--- src/rtl/sym_sched.sv ---
// sym_sched: two-requester round-robin symbol scheduler in front of an
// external FSM.
//
// The granted requester streams 2-bit symbols onto the registered {x1,x0}
// outputs, one per cycle. The FSM's {z1,z0} response is captured two cycles
// after each accept and is tagged with the id of the requester that owned
// that symbol.
//
// Optional feature: define SYM_SCHED_TIMEOUT_EN to build the burst-stall
// timeout. When the granted requester's val has been low for 7 consecutive
// BURST cycles and is still low, the grant is released and err pulses for
// one cycle. Without the macro, err is tied low and the grant is held
// indefinitely.
module sym_sched (
  input  logic       clk,
  input  logic       rst,
  input  logic       val0,
  input  logic [1:0] sym0,
  input  logic       last0,
  output logic       rdy0,
  input  logic       val1,
  input  logic [1:0] sym1,
  input  logic       last1,
  output logic       rdy1,
  output logic       x1,
  output logic       x0,
  input  logic [1:0] z_in,
  output logic       rsp_valid,
  output logic       rsp_id,
  output logic [1:0] rsp_z,
  output logic       busy,
  output logic       err
);

  typedef enum logic {IDLE = 1'b0, BURST = 1'b1} state_t;

  state_t     state_q, state_d;
  logic       gnt_q, gnt_d;
  logic       last_gnt_q, last_gnt_d;

  logic       val_g;
  logic [1:0] sym_g;
  logic       last_g;
  logic       acc;
  logic       timeout;

  logic [1:0] x_q;
  logic       vld_p0_q, id_p0_q;
  logic       vld_p1_q, id_p1_q;
  logic       rsp_valid_q, rsp_id_q;
  logic [1:0] rsp_z_q;

  // Only the granted requester's signals are looked at; the other side is ignored.
  assign val_g  = gnt_q ? val1  : val0;
  assign sym_g  = gnt_q ? sym1  : sym0;
  assign last_g = gnt_q ? last1 : last0;
  assign acc    = (state_q == BURST) && val_g;

  assign rdy0 = (state_q == BURST) && !gnt_q;
  assign rdy1 = (state_q == BURST) && gnt_q;
  assign busy = (state_q == BURST);

`ifdef SYM_SCHED_TIMEOUT_EN
  logic [2:0] cnt_q, cnt_d;
  logic       err_q;

  assign timeout = (state_q == BURST) && !val_g && (cnt_q == 3'd7);
  assign err     = err_q;

  // Count consecutive stalled BURST cycles; any accept or leaving BURST clears it.
  always_comb begin
    cnt_d = 3'd0;
    if ((state_q == BURST) && !acc) cnt_d = cnt_q + 3'd1;
  end

  // Stall counter and the one-cycle timeout pulse.
  always_ff @(posedge clk or posedge rst) begin
    if (rst) begin
      cnt_q <= 3'd0;
      err_q <= 1'b0;
    end else begin
      cnt_q <= cnt_d;
      err_q <= timeout;
    end
  end
`else
  assign timeout = 1'b0;
  assign err     = 1'b0;
`endif

  // Next-state logic: round-robin grant in IDLE, burst end on last symbol or timeout.
  always_comb begin
    state_d    = state_q;
    gnt_d      = gnt_q;
    last_gnt_d = last_gnt_q;
    if (state_q == IDLE) begin
      if (val0 || val1) begin
        state_d = BURST;
        gnt_d   = (val0 && val1) ? ~last_gnt_q : val1;
      end
    end else begin
      if ((acc && last_g) || timeout) begin
        state_d    = IDLE;
        last_gnt_d = gnt_q;
      end
    end
  end

  // State register; last_gnt resets to 1 so requester 0 wins the first tie.
  always_ff @(posedge clk or posedge rst) begin
    if (rst) begin
      state_q    <= IDLE;
      gnt_q      <= 1'b0;
      last_gnt_q <= 1'b1;
    end else begin
      state_q    <= state_d;
      gnt_q      <= gnt_d;
      last_gnt_q <= last_gnt_d;
    end
  end

  // Symbol issue (p0), id delay (p1), response capture two edges after accept.
  always_ff @(posedge clk or posedge rst) begin
    if (rst) begin
      x_q         <= 2'b00;
      vld_p0_q    <= 1'b0;
      id_p0_q     <= 1'b0;
      vld_p1_q    <= 1'b0;
      id_p1_q     <= 1'b0;
      rsp_valid_q <= 1'b0;
      rsp_id_q    <= 1'b0;
      rsp_z_q     <= 2'b00;
    end else begin
      x_q         <= acc ? sym_g : 2'b00;
      vld_p0_q    <= acc;
      id_p0_q     <= gnt_q;
      vld_p1_q    <= vld_p0_q;
      id_p1_q     <= id_p0_q;
      rsp_valid_q <= vld_p1_q;
      rsp_id_q    <= id_p1_q;
      if (vld_p1_q) rsp_z_q <= z_in;
    end
  end

  assign x1        = x_q[1];
  assign x0        = x_q[0];
  assign rsp_valid = rsp_valid_q;
  assign rsp_id    = rsp_id_q;
  assign rsp_z     = rsp_z_q;

endmodule

--- config.mk ---
export PLATFORM = sky130hd
export DESIGN_NAME = sym_sched
export DESIGN_NICKNAME = d
export VERILOG_FILES = /design/src/rtl/sym_sched.sv
export SDC_FILE = /design/constraint.sdc
export NUM_CORES = 1
export LEC_CHECK = 0
export ABC_CLOCK_PERIOD_IN_PS = 2830
export CAP_MARGIN = 20
export CORE_UTILIZATION = 35
export DETAILED_ROUTE_END_ITERATION = 10
export PLACE_DENSITY_LB_ADDON = 0.2
export SLEW_MARGIN = 10
export SYNTH_ARGS = -nofsm -noshare
export SYNTH_HDL_FRONTEND = slang
export SYNTH_SLANG_ARGS = --single-unit
--- constraint.sdc ---
create_clock -name clk -period 2.83 [get_ports clk]
set_input_delay 0.283 -clock clk [delete_from_list [all_inputs] [get_ports clk]]
set_output_delay 0.283 -clock clk [all_outputs]
set_load 0.005 [all_outputs]
# Word-level counts from Yosys, hierarchy flattened
# Index checks and enable logic that the tools add are counted.
[op_classes] muxes=8 n_bitwise=2 reduce_logical=9
[op_table] op="1-bit two-way mux" n=6
[op_table] op="1-bit logical AND" n=5
[op_table] op="2-bit two-way mux" n=2
[op_table] op="2-bit AND reduction" n=2
[op_table] op="1-bit inverter" n=2
[op_table] op="1-bit zero test" n=1
[op_table] op="1-bit logical OR" n=1
[totals] register_bits=13 in_bits=12 output_inout_bits=10 word_cells=30

# Depth between registers and ports, before layout
[logic_depth] depth_word=5 ltp_mapped=3 depth_no_buf=2

# Worst setup path after synthesis
# No wires, ideal clock.
[synth_path] kind="register -> output" from="reg gnt_q" to="out rdy1" arrival_ps=659 required_ps=2547 slack_ps=1888 path_stages_with_launch=3 path_buffers=1 path_cell_list="dfrtp_1 > buf_6 > and2_2"
[synth_via] elab_chain_cells=1
[synth_rtl] item="start, declared" line="38" source="logic gnt_q, gnt_d;"
[synth_rtl] item="start signal, assigned" line="117" source="gnt_q <= gnt_d;"
[synth_rtl] item="1-bit logical AND" line="60" source="assign rdy1 = (state_q == BURST) && gnt_q;"
[synth_rtl] item="end, declared" line="24" source="output logic rdy1,"
# No other way between the ends.

# Worst setup path in the final report
# Ends and elaborated chain as after synthesis.

==> results.cfg <==
[sta]
skew_ps = 3.95
rsz0062_at_grt = false
drv_slew = 0
finalSetupViolCount = 0
hold_viol_final = 0
layout_min_cycle_time_ps = 1760
fin_setup_tns_ps = 0
max_freq_mhz = 567
period_share_pct = 62.3

[grt]
grt_pass1_wl_um = 1180
grt_pass1_vias = 293
antenna_found_initial = 0
gr-total-overflow = 0
track_usage_pct = 12.1
grt_max_degree = 14

[yosys]
yosys-top-cells-area = dfrtp_1, mux2i_1, dfstp_2
synth-edff-count = 0
synth_seq_cells = 13
synth_top_area_share_pct = 60.2
synth_top_area_cell = dfrtp_1
ys_warn_count = 0
ys_top_cells_by_count = dfrtp_1, nor3_1, mux2i_1, nor2_1
synthMostInstantiatedCell = dfrtp_1
syn-cell-area_um2 = 499
yosysSeqAreaShare_pct = 65.4
synth_cells = 38
yosys_most_used_dff = dfrtp_1
async_flop_share_pct = 100
synth_cell_types = 17
synthesis.nets = 50
avgSynthCellArea_um2 = 13.1

[critical_path]
critPathMaxStageDelay_ps = 530
crit_fanout = 10
reg2reg_from = gnt_q
crit_arrival_ps = 1480
cp-start-kind = flop
cp-end-kind = output port
slowest_stage = dfrtp_1
r2r-end = busy
r2r_cells = 2
path_buf_inv = 1
cp_cell_sequence = and2_2 -> clkdlybuf4s50_1
criticalPathCategory = flop to output port
cp_num_cells = 2
path_delay_family = flip-flops
crit_start = gnt_q
worst-r2r-setup-slack_ps = 1770
endpoint = rdy1
required_ps = 2550

[clock_network]
cts_tree = done
insertion_delay_ps = 270
clk_path_buf_depth = 2
clkSinkCount = 13
cts_buffers = 3
cts_root_buf = clkbuf_4
postCtsHoldBufs = 0
path_clk_slew_ps = 70
cts_setup_buffers = 0
htree_levels = 1
post_cts_resized = 0

[power]
leakage_nw = 0.317
p_per_area_mw_per_mm2 = 934
peakVddDrop_mv = 0.371

[place]
place.gp.congestion = 0.666
dpl.hpwl_um = 600
io_buffer_count = 20
postPlaceCellArea_um2 = 699

[floorplanning]
io_pins = 22
row_count = 13
start_util_pct = 37.9
die_y_um = 39.8
die-area_mm2 = 0.00158
die_x_um = 39.8
core_area_mm2 = 0.00132

[run]
maxCapViolations = 0

[routing]
drc = 0
final_antenna_net_count = 0
vias_per_cell = 5.05
vias = 379
drtIter0Drc = 11
wl_per_cell_um = 10.7
dr.pass1.iters = 4
routed_wl_um = 802

[layout]
area_growth_pct = 45.4
n_antenna_cell = 0
drive_above_1_share_pct = 13.3
fin_area_um2 = 726
nNetsFinal = 73

[run_status]
status = completed

[worst_hold_path]
hold_path_class = input port to async pin
cells in the final DEF, fill, tap and decap left out, drive strengths merged:
master,instances
mux2,2
dfrtp,12
dfstp,1
a31oi,1
clkdlybuf4s50,20
nand2b,1
nor2,3
conb,1
and4,1
nand2,1
and2,1
a32o,1
nor3,5
mux2i,3
and4b,1
clkbuf,4
inv,2
report_power, final:
group	switching (mW)	total (mW)	internal, mW
Combinational	0.0698	0.239	0.169
Sequential	0.0568	0.329	0.272
Clock	0.0551	0.110	0.0546
area by class of cell:
class,instances,area [um2]
multi-input combinational,21,146
tap,15,18.8
fill,117,592
timing repair buffer,20,200
inverter,2,7.51
sequential,13,327
clock buffer,4,26.3
logic make-up after synthesis:
| group | count (synthesis) | share of synthesized area, % |
|---|---|---|
| simple gates | 13 | 14.8 |
| mux | 5 | 10.5 |
| flops | 13 | 65.4 |
| compound gates | 2 | 3.26 |
| other cells | 1 | 0.751 |
| buf+inv | 4 | 5.26 |
sequential cells by signal, summed over array words and instances, names as in the netlist:
signal	count
id_p1_q	1
x_q	2
vld_p1_q	1
gnt_q	1
rsp_z	2
rsp_id	1
id_p0_q	1
last_gnt_q	1
busy	1
vld_p0_q	1
rsp_valid	1
worst min-delay path by stage:
| stage | cells past startpoint | endpoint | slack (ps) | start |
|---|---|---|---|---|
| floorplan | 1 | busy | 160 | rst |
| global placement | 0 | id_p1_q | 340 | id_p0_q |
| detailed placement | 0 | id_p1_q | 340 | id_p0_q |
| CTS | 2 | rsp_id | 330 | rst |
| global route | 2 | vld_p0_q | 360 | rst |
| finish | 2 | rsp_id | 310 | rst |
worst register-to-register path, delay by kind of cell (launching register included):
family / cells / cell delay, ps
AND/OR/NAND/NOR: 2 / 460
flip-flops: 1 / 530
through the flow:
stage | setup slack (ps) | util [%] | hold WS (ps) | std cells | power [mW]
after CTS | 1060 | 55.1 | 335 | 75 | 0.685
final | 1070 | 55.1 | 314 | 75 | 0.677
after global placement | 1360 | 53.1 | 336 | 71 | 0.570
after detailed placement | 1360 | 53.1 | 339 | 71 | 0.574
after global routing | 985 | 55.1 | 359 | 75 | 0.726
after floorplan | 1890 | - | 159 | 38 | 0.440
layer usage:
metal | part of all wire [%] | wire [um] | up-vias | track usage, %
li1 | - | - | 173 | -
met1 | 43 | 341 | 176 | 13.0
met2 | 47 | 374 | 28 | 18.4
met3 | 9.2 | 74 | 2 | 4.55
met4 | 1.4 | 11 | 0 | 10.3
met5 | 0 | 0 | - | 0
No activity file was read; power rests on OpenSTA's default activity.
